File: config.mk
export PLATFORM = sky130hd
export DESIGN_NAME = pcpi_result_serializer
export DESIGN_NICKNAME = d
export VERILOG_FILES = /design/src/rtl/pcpi_result_serializer.sv
export SDC_FILE = /design/constraint.sdc
export NUM_CORES = 1
export LEC_CHECK = 0
export CORE_ASPECT_RATIO = 0.5
export CORE_UTILIZATION = 49
export DETAILED_ROUTE_END_ITERATION = 8
export HOLD_SLACK_MARGIN = 0.08
export PLACE_DENSITY = 0.74
export SYNTH_ARGS = -nofsm -noshare
export SYNTH_HDL_FRONTEND = slang
export SYNTH_SLANG_ARGS = --single-unit
File: constraint.sdc
create_clock -name clk -period 2.8 [get_ports clk]
set_input_delay 0.42 -clock clk [delete_from_list [all_inputs] [get_ports clk]]
set_output_delay 0.42 -clock clk [all_outputs]
set_load 0.01 [all_outputs]
File: src/rtl/pcpi_result_serializer.sv
// Buffers PCPI write-back results in a small FIFO and streams each one to the
// host as LSB-first nibbles over a valid/ack handshake.
module pcpi_result_serializer #(
   parameter int DATA_W = 32,
   parameter int NIB_W  = 4,
   parameter int DEPTH  = 2
) (
   input  logic                                   clk,
   input  logic                                   rst,
   input  logic                                   pcpi_ready,
   input  logic                                   pcpi_wr,
   input  logic [DATA_W-1:0]                      pcpi_rd,
   output logic                                   busy,
   output logic                                   nib_valid,
   output logic [NIB_W-1:0]                       nib_out,
   output logic [$clog2(DATA_W/NIB_W)-1:0]        nib_idx,
   output logic                                   nib_last,
   input  logic                                   nib_ack,
   output logic                                   ovf,
   input  logic                                   ovf_clr
);

   localparam int NNIB  = DATA_W / NIB_W;
   localparam int IDX_W = $clog2(NNIB);
   localparam int PTR_W = $clog2(DEPTH);
   localparam int CNT_W = PTR_W + 1;
   localparam logic [IDX_W-1:0] LAST_IDX = IDX_W'(NNIB - 1);

   typedef enum logic {IDLE, SEND} state_t;

   state_t              state_q;
   logic [DATA_W-1:0]   mem_q [DEPTH];
   logic [PTR_W-1:0]    wrPtr_q, rdPtr_q;
   logic [CNT_W-1:0]    count_q, count_d;
   logic [DATA_W-1:0]   shreg_q;
   logic [IDX_W-1:0]    idx_q;
   logic                ovf_q, ovf_d;
   logic                pushReq, full, popEn, pushEn, drop;

   // A full FIFO still accepts a push when the serializer pops the head on the
   // same edge, so only a push with no matching pop is dropped.
   always_comb begin
      pushReq = pcpi_ready & pcpi_wr;
      full    = (count_q == CNT_W'(DEPTH));
      popEn   = (state_q == IDLE) && (count_q != '0);
      pushEn  = pushReq && (!full || popEn);
      drop    = pushReq && full && !popEn;
      count_d = count_q;
      if (pushEn && !popEn) begin
         count_d = count_q + CNT_W'(1);
      end else if (!pushEn && popEn) begin
         count_d = count_q - CNT_W'(1);
      end
      ovf_d = drop | (ovf_q & ~ovf_clr);
   end

   always_ff @(posedge clk) begin
      if (pushEn) begin
         mem_q[wrPtr_q] <= pcpi_rd;
      end
   end

   always_ff @(posedge clk or posedge rst) begin
      if (rst) begin
         state_q <= IDLE;
         wrPtr_q <= '0;
         rdPtr_q <= '0;
         count_q <= '0;
         shreg_q <= '0;
         idx_q   <= '0;
         ovf_q   <= 1'b0;
      end else begin
         count_q <= count_d;
         ovf_q   <= ovf_d;
         if (pushEn) begin
            wrPtr_q <= wrPtr_q + PTR_W'(1);
         end
         case (state_q)
            IDLE: begin
               if (popEn) begin
                  shreg_q <= mem_q[rdPtr_q];
                  rdPtr_q <= rdPtr_q + PTR_W'(1);
                  idx_q   <= '0;
                  state_q <= SEND;
               end
            end
            SEND: begin
               if (nib_ack) begin
                  if (idx_q == LAST_IDX) begin
                     state_q <= IDLE;
                  end else begin
                     shreg_q <= shreg_q >> NIB_W;
                     idx_q   <= idx_q + IDX_W'(1);
                  end
               end
            end
            default: state_q <= IDLE;
         endcase
      end
   end

   // Nibble outputs are forced to zero outside SEND so reset and idle look identical.
   assign busy      = full;
   assign ovf       = ovf_q;
   assign nib_valid = (state_q == SEND);
   assign nib_out   = nib_valid ? shreg_q[NIB_W-1:0] : '0;
   assign nib_idx   = nib_valid ? idx_q : '0;
   assign nib_last  = nib_valid && (idx_q == LAST_IDX);

endmodule

==> impl_metrics.tcl, run 1 <==
set metrics [dict create \
    outcome "finished, final reports clean" \
    detail_route.wl_per_cell_um 16.6 \
    cts_resized 0 \
    final-instance-count-excl-fill 414 \
    tightest_slew_ns 0.782 \
    timing.setup.critical_path_class "flop to output port" \
    yosysSeqAreaShare_pct 72.6 \
    cp_max_fo 15 \
    grt_start_max_net_pins 42 \
    p_leak_nw 1.91 \
    syn_to_final_growth_pct 20.6 \
    end_kind "output port" \
    reg2reg_to "count_q[1]" \
    drtPass1Iterations 4 \
    hold_start "shreg_q[28]" \
    worstHoldPathCells 1 \
    grt_pass1_vias 2182 \
    hold-path-endpoint "shreg_q[28]" \
    cts_buffers 9 \
    power.density_nw_per_um2 918 \
    final_common_cell "edfxtp_1" \
    antenna_cells 0 \
    ys_ff_latch 105 \
    cts_hold_buf 0 \
    drive_gt1_share_pct 7.62 \
    vias 2232 \
    max_cap_violations 0 \
    num_rows 23 \
    finish.net_count 338 \
    max-vdd-ir-drop_mv 0.375 \
    setup_slack_ns 0.590 \
    cts_tree "done" \
    rsz0062_at_grt "false" \
    grt_pass1_wl_mm 11.1 \
    dieArea_sq_um 8680 \
    first_iter_violations 198 \
    place_inst 398 \
    die_w_um 131 \
    root_buffer "clkbuf_16" \
    setup_viol 0 \
    post-dp-hpwl_mm 4.36 \
    relSlewSlack_pct 47.7 \
    path_clk_slew_ns 0.07 \
    synth_warnings 0 \
    cp-start-kind "flop" \
    hold_violations 0 \
    maxSlewViolCount 0 \
    setup_tns_ns 0 \
    fp.dieH_um 66.4 \
    min_path_type "flop to flop" \
    utilization_pct 61.0 \
    ios 49 \
    core-area_sq_um 8030 \
    avgSynthCellArea_sq_um 16.4 \
    r2r_cells 6 \
    port_buffers 48 \
    drc 0 \
    mostFrequentLayoutCells "edfxtp_1 (64), clkdlybuf4s50_1 (48), dfrtp_1 (40)" \
    post_cts_buffers 0 \
    h-tree-depth 3 \
    worstPathArrival_ns 1.79 \
    insertion_delay_ns 0.34 \
    place_congestion 0.756 \
    fin_worst_skew_ns 0.00762 \
    clock-sinks 105 \
    antenna_left 0 \
    track_usage_pct 17.7 \
    viasPerCell 5.39 \
    synthesis.nets 289 \
    max_freq_mhz 453 \
    fin_crit_ns 2.21 \
    pre_cts_slack_ns 0.697 \
    syn_area_sq_um 4060 \
    wirelength_mm 6.88 \
    rr_startpoint "nib_valid" \
    clockBufferDepth 2 \
    syn-instance-count 248 \
    start_util_pct 50.6 \
    antenna_found_initial 0 \
    fin_crit_sh_pct 78.9 \
    regToRegSetupSlack_ns 0.86 \
    critical_path_required_ns 2.38 \
    grt_overflow 0 \
    synth.distinct_cells 28 \
]
==> worst max-delay path by stage <==
stage,start,end,slack (ns)
final,nib_valid,nib_last,0.59
after global routing,nib_valid,nib_last,0.52
after CTS,nib_valid,nib_last,0.57
after detailed placement,pcpi_ready,mem_q[0][21],0.70
after global placement,pcpi_ready,mem_q[0][21],0.77
after floorplan,count_q[1],mem_q[0][0],0.1
==> kinds of logic after synthesis <==
kind of cell | synth area share, %
fa+ha+maj | 0.925
buf+inv | 3.02
compound gates | 8.91
simple gates | 5.30
mux | 8.17
flops | 72.6
xor+xnor | 1.08
==> flip-flops by register name, indices dropped and copies added (netlist names) <==
| signal | cells |
|---|---|
| nib_valid | 1 |
| wrPtr_q | 1 |
| shreg_q | 32 |
| rdPtr_q | 1 |
| idx_q | 3 |
| mem_q | 64 |
| count_q | 2 |
| ovf | 1 |
==> through the flow <==
step	hold slack [ns]	cell area (sq um)	power (mW)
finish	0.484	4890	4.49
global route	0.489	4890	4.72
CTS	0.482	4890	4.53
detailed placement	0.468	4610	3.33
global placement	0.464	4610	3.28
floorplan	0.450	4060	3.00
==> area by class of cell <==
type,count,area (sq um)
inverter,3,13.8
timing repair buffer,53,518
clock buffer,13,240
tap,112,140
fill,581,3130
sequential,105,2950
clock inverter,3,41.3
multi-input combinational,125,992
==> critical path: stages, from the launching register on <==
cell and delay, ns:
dfrtp_1 0.68, and2_1 0.23, clkdlybuf4s50_1 0.55
==> per-layer routing <==
| layer | GRT usage (%) | up-vias | part of all wire (%) |
|---|---|---|---|
| met5 | 0 | - | 0 |
| met4 | 6.47 | 0 | 1.0 |
| met3 | 3.88 | 6 | 4.8 |
| met2 | 28.7 | 66 | 50 |
| met1 | 23.8 | 1113 | 44 |
| li1 | - | 1047 | - |
==> cells in the mapped netlist <==
library cell / n / area [sq um]
nor3_1: 2 / 10.0
buf_4: 4 / 30.0
o21ba_2: 1 / 10.0
nand2_1: 2 / 7.51
inv_4: 1 / 6.26
a21o_1: 1 / 7.51
xnor2_1: 2 / 17.5
clkbuf_1: 1 / 3.75
nor2_4: 1 / 11.3
a21oi_1: 1 / 5.00
buf_2: 6 / 30.0
and2_1: 9 / 56.3
a21oi_2: 1 / 8.76
a221o_1: 28 / 280
buf_6: 4 / 45.0
nor2b_1: 2 / 12.5
and3b_1: 1 / 8.76
mux2_2: 1 / 11.3
inv_1: 2 / 7.51
a22o_1: 2 / 17.5
mux2i_1: 32 / 320
o22ai_1: 1 / 6.26
dfrtp_1: 41 / 1030
xor2_1: 3 / 26.3
o2bb2ai_1: 3 / 26.3
ha_1: 3 / 37.5
edfxtp_1: 64 / 1920
nor2_1: 29 / 109
==> where the power goes <==
group          switching, mW  internal, mW  total (mW)
sequential             0.252          2.01        2.26
combinational          0.481         0.566        1.05
clock                  0.498         0.691        1.19
total                   1.23          3.26        4.49
Note: power is estimated with default switching activity, not from simulation.
==> run 2: changes to the inputs <==
- CORE_UTILIZATION: 49 -> 55
- PLACE_DENSITY: 0.74 -> 0.79
- clock period: 2.8 -> 2.2 ns (I/O delays scaled with it)
==> run 2 against run 1 <==
  * Sequential cell count unchanged
  * Sequential power up 28%
  * Worst hold slack worse by 0.13 ns
  * Count of clock-buffer cells in the layout down 3
  * Routed wire length up 7.8%
  * First-iteration DRC count up 16%
  * Global-route usage up 4.2 points
  * Combinational power up 35%
  * Final cell count down 3.1%
  * Via count up 4.7%
  * Clock power up 39%
  * Largest cell class unchanged
==> impl_metrics.tcl, run 2 (synthesized netlist as in run 1, its figures left out) <==
set metrics [dict create \
    final-instance-count-excl-fill 401 \
    relSlewSlack_pct 47.2 \
    cts_hold_buf 0 \
    first_iter_violations 229 \
    root_buffer "clkbuf_16" \
    hold_violations 0 \
    power.density_nw_per_um2 1200 \
    clockBufferDepth 2 \
    cp_max_fo 15 \
    cts_resized 0 \
    crit_family "flip-flops" \
    cp-start-kind "flop" \
    start_util_pct 58.8 \
    viasPerCell 5.83 \
    worstPathArrival_ns 1.72 \
    place_inst 385 \
    drive_gt1_share_pct 11.0 \
    drc 0 \
    outcome "finished, final reports clean" \
    maxSlewViolCount 0 \
    top_regs "mem_q: 64 flops, shreg_q: 32 flops, idx_q: 3 flops" \
    fp.dieH_um 62.8 \
    core-area_sq_um 6910 \
    worstPathCellList "and2_1 -> clkdlybuf4s50_1" \
    place_congestion 0.842 \
    mostFrequentLayoutCells "edfxtp_1 (64), clkdlybuf4s50_1 (47), dfrtp_1 (40)" \
    antenna_found_initial 0 \
    grt_start_max_net_pins 36 \
    critPathMaxStageDelay_ns 0.62 \
    timing.setup.critical_path_class "flop to output port" \
    path_clk_slew_ns 0.07 \
    regMostFlops "mem_q" \
    grt_overflow 0 \
    fin_crit_ns 2.05 \
    min_path_type "input port to async pin" \
    fin_crit_sh_pct 93.0 \
    antenna_left 0 \
    port_buffers 48 \
    crit_slowest_cell "dfrtp_1" \
    track_usage_pct 22.0 \
    setup_viol 0 \
    finish.net_count 345 \
    p_leak_nw 1.98 \
    cts_buffers 9 \
    largest_register_ffs 64 \
    clock-sinks 105 \
    antenna_cells 0 \
    critical_path_required_ns 1.87 \
    h-tree-depth 3 \
    max-vdd-ir-drop_mv 0.565 \
    cts_tree "done" \
    end_kind "output port" \
    rsz0062_at_grt "false" \
    die_w_um 124 \
    num_rows 21 \
    drtPass1Iterations 4 \
    setup_tns_ns 0 \
    syn_to_final_growth_pct 22.3 \
    max_freq_mhz 489 \
    tightest_slew_ns 0.790 \
    dieArea_sq_um 7750 \
    ios 49 \
    grt_pass1_wl_mm 12.3 \
    wirelength_mm 7.42 \
    post-dp-hpwl_mm 4.83 \
    detail_route.wl_per_cell_um 18.5 \
    final_common_cell "edfxtp_1" \
    path_buf_inv 1 \
    vias 2336 \
    max_cap_violations 0 \
    grt_pass1_vias 2471 \
    post_cts_buffers 0 \
    fin_worst_skew_ns 0.00635 \
    insertion_delay_ns 0.34 \
]
run 2: cell count changes in the layout (fill, tap and decap cells not counted):
cell             delta
buf_12              +1
dlymetal6s2s_1      +1
clkinv_2            +3
clkbuf_1            -3
clkdlybuf4s50_1     -1
bufinv_16           +1
clkinv_1            -1
buf_4               +6
run 2: report_power, final:
| part | internal [mW] | leakage [nW] | switching (mW) |
|---|---|---|---|
| clock network | 0.991 | 0.152 | 0.662 |
| registers | 2.55 | 1.12 | 0.341 |
| logic | 0.765 | 0.708 | 0.652 |
| total | 4.31 | 1.98 | 1.65 |
run 2: path summary, 6_finish.rpt:
path / cells past startpoint / slack (ns) / startpoint / to
setup reg to reg: 5 / 0.26 / idx_q[0] / idx_q[0]
hold reg to reg: 1 / 0.50 / shreg_q[29] / shreg_q[29]
max in group asynchronous: 3 / 1.26 / rst / shreg_q[10]
setup / recovery: 2 / 0.15 / nib_valid / nib_out[2]
hold / removal: 2 / 0.36 / rst / ovf
min in group clk: 1 / 0.50 / shreg_q[29] / shreg_q[29]
run 2: metal layers:
metal,wire length (um),part of all wire (%),track usage (%),vias up
li1,-,-,-,1055
met1,3320,45,29.4,1211
met2,3630,49,34.8,62
met3,383,5.2,6.11,8
met4,84,1.1,7.68,0
met5,0,0,0,-
run 2: layout make-up:
cell class              count  area (sq um)
clock buffers              10           229
repair buffers             60           586
inverters                   3          13.8
fillers                   439          1940
clock inverters             6          82.6
well taps                  92           115
multi-input cells         125           992
flip-flops and latches    105          2950
run 2: per-stage QoR:
stage / total power, mW / utilization (%) / hold WS, ns / cell area (sq um) / setup WS (ns)
floorplan: 3.82 / - / 0.417 / 4060 / 0.0927
global placement: 4.25 / 67.3 / 0.462 / 4650 / 0.319
detailed placement: 4.34 / 67.3 / 0.482 / 4650 / 0.241
CTS: 6.00 / 71.8 / 0.367 / 4960 / 0.0513
global route: 6.25 / 71.9 / 0.408 / 4970 / 0.0699
finish: 5.96 / 71.9 / 0.357 / 4970 / 0.155
==> run 3: changes to the inputs <==
- ABC_AREA: not set -> 1
- CORE_UTILIZATION: 55 -> 56
==> run 3 against run 2 <==
  * Cell area rose by 6.6%
  * First-iteration DRC count rose by 15%
  * Routed wire length rose by 14%
  * Non-clock buffer count did not move
  * Clock power fell by 7%
  * Critical path type unchanged
  * Largest cell class unchanged
==> impl_metrics.tcl, run 3 <==
set metrics [dict create \
    setup_viol 0 \
    drive_gt1_share_pct 7.34 \
    maxSlewViolCount 0 \
    synthSimpleGateAreaFrac_pct 25.5 \
    avgSynthCellArea_sq_um 10.7 \
    regMostFlops "mem_q" \
    synth_compound_area_share_pct 1.32 \
    yosys-top-cells-count "nand2_1 (113), nand3_1 (92), edfxtp_1 (64)" \
    regToRegSetupSlack_ns 0.44 \
    grt_pass1_wl_mm 14.1 \
    dieArea_sq_um 8190 \
    fin_crit_sh_pct 95.1 \
    root_buffer "clkbuf_16" \
    yosysMostFrequentCell "nand2_1" \
    synth_xor_area_share_pct 0.601 \
    top_regs "mem_q: 64 flops, shreg_q: 32 flops, idx_q: 3 flops" \
    pre_cts_slack_ns 0.399 \
    place_congestion 0.748 \
    vias 2979 \
    utilization_pct 71.2 \
    max_cap_violations 0 \
    cts_tree "done" \
    detail_route.wl_per_cell_um 15.1 \
    h-tree-depth 3 \
    track_usage_pct 23.2 \
    syn_to_final_growth_pct 21.0 \
    path_buf_inv 2 \
    final_common_cell "nand2_1" \
    antenna_left 0 \
    cp_max_fo 4 \
    timing.setup.critical_path_class "flop to output port" \
    fin_crit_ns 2.09 \
    min_path_type "input port to async pin" \
    synth-edff-count 64 \
    synth_top_family_by_area "simple AND/OR/NAND/NOR gates" \
    worstPathArrival_ns 1.76 \
    p_leak_nw 2.30 \
    ios 49 \
    post-dp-hpwl_mm 5.27 \
    ys_top_cells_by_area "edfxtp_1 (44%), dfrtp_1 (23%), nand3_1 (11%), nand2_1 (9.7%), or2_1 (3.1%)" \
    hold_violations 0 \
    synth_adder_area_share_pct 0.858 \
    port_buffers 48 \
    grt_pass1_vias 2908 \
    syn_area_sq_um 4380 \
    viasPerCell 5.33 \
    max_freq_mhz 478 \
    fp.dieH_um 64.5 \
    synth_top_area_share_pct 43.9 \
    worstPathCellList "ha_1 -> ha_1 -> nand2_1 -> inv_1 -> clkdlybuf4s50_1" \
    drc 0 \
    tightest_slew_ns 0.575 \
    relSlewSlack_pct 61.7 \
    yosysSeqAreaShare_pct 67.4 \
    clock-sinks 105 \
    power.density_nw_per_um2 1160 \
    synthesis.nets 450 \
    critical_path_required_ns 1.87 \
    cts_resized 0 \
    cp_common_cell "ha_1" \
    ys_ff_latch 105 \
    synth.area.mux_share_pct 0 \
    async_flop_share_pct 39.0 \
    num_rows 22 \
    rsz0062_at_grt "false" \
    path_clk_slew_ns 0.06 \
    end_kind "output port" \
    antenna_found_initial 0 \
    antenna_cells 0 \
    setup_tns_ns 0 \
    syn-instance-count 409 \
    drtPass1Iterations 4 \
    first_iter_violations 264 \
    synth_flop_cell "edfxtp_1" \
    synth.distinct_cells 25 \
    critPathMaxStageDelay_ns 0.46 \
    synth_top_area_cell "edfxtp_1" \
    core-area_sq_um 7430 \
    cts_hold_buf 0 \
    crit_slowest_cell "clkdlybuf4s50_1" \
    crit_family "buffers and inverters" \
    start_util_pct 58.9 \
    synth_warnings 0 \
    max-vdd-ir-drop_mv 0.479 \
    clockBufferDepth 2 \
    outcome "finished, final reports clean" \
    largest_register_ffs 64 \
    cts_buffers 9 \
    die_w_um 127 \
    setup_slack_ns 0.108 \
    fin_worst_skew_ns 0.00546 \
    mostFrequentLayoutCells "nand2_1 (113), nand3_1 (92), edfxtp_1 (64)" \
    cp-start-kind "flop" \
    grt_start_max_net_pins 60 \
    grt_overflow 0 \
    finish.net_count 499 \
    insertion_delay_ns 0.34 \
    wirelength_mm 8.42 \
    whs_ns 0.419 \
]
run 3: cell count changes after synthesis, sizes merged, moves of 5 or more:
cell / previous run / this run
nand3: 0 / 93
inv: 3 / 22
clkbuf: 1 / 10
a221o: 28 / 0
nor2: 30 / 11
or2: 0 / 27
mux2i: 32 / 0
o21ai: 0 / 5
nand2: 2 / 114
and2: 9 / 0
run 3: per-layer routing:
layer / global-route usage [%] / up-vias / wire length (um)
met2: 35.2 / 90 / 3880
li1: - / 1466 / -
met1: 32.1 / 1419 / 3930
met4: 8.04 / 0 / 53
met5: 0 / - / 0
met3: 7.02 / 4 / 559
run 3: final cells by class:
class / count / area (sq um)
flip-flops and latches: 105 / 2950
repair buffers: 60 / 621
clock buffers: 12 / 236
well taps: 96 / 120
inverters: 22 / 82.6
clock inverters: 4 / 43.8
multi-input cells: 260 / 1240
fillers: 539 / 2140
run 3: final timing paths:
check,start,end,cells past startpoint
max in group asynchronous,rst,shreg_q[10],3
setup / recovery,idx_q[0],nib_last,5
hold / removal,rst,ovf,3
hold reg to reg,shreg_q[9],shreg_q[9],2
setup reg to reg,nib_valid,count_q[1],8
min in group clk,shreg_q[9],shreg_q[9],2
run 3: cells by family after synthesis:
family	count (synthesis)
AND/OR/NAND/NOR	246
flip-flops	105
buffers and inverters	44
AO/OA/AOI/OAI	8
XOR/XNOR	3
adder cells (fa/ha/maj)	3
run 3: power by group:
group | switching, mW | internal, mW
clock | 0.658 | 0.876
combinational | 1.05 | 0.786
sequential | 0.261 | 2.53
total | 1.97 | 4.19
run 3: per-stage QoR:
stage | cells | area, sq um | total power [mW]
floorplan | 409 | 4380 | 3.97
global route | 559 | 5300 | 6.54
finish | 559 | 5300 | 6.16
detailed placement | 542 | 5010 | 4.65
CTS | 558 | 5290 | 6.18
global placement | 542 | 5010 | 4.58
run 3: what timing repair did:
| action | 4_1_cts | 5_1_grt |
|---|---|---|
| endpoints found under the setup margin | 0 | 1 |
| setup buffers | 0 | 1 |
| hold endpoints to repair | 0 | 0 |
run 3: worst reg2reg max path, stage by stage, from the launching register on:
cell and delay [ns]:
dfrtp_1 0.66, nand3_1 0.17, nand2_1 0.20, inv_1 0.07
ha_1 0.30, inv_1 0.08, nand3_1 0.07, nand2_1 0.06
nand2_1 0.05
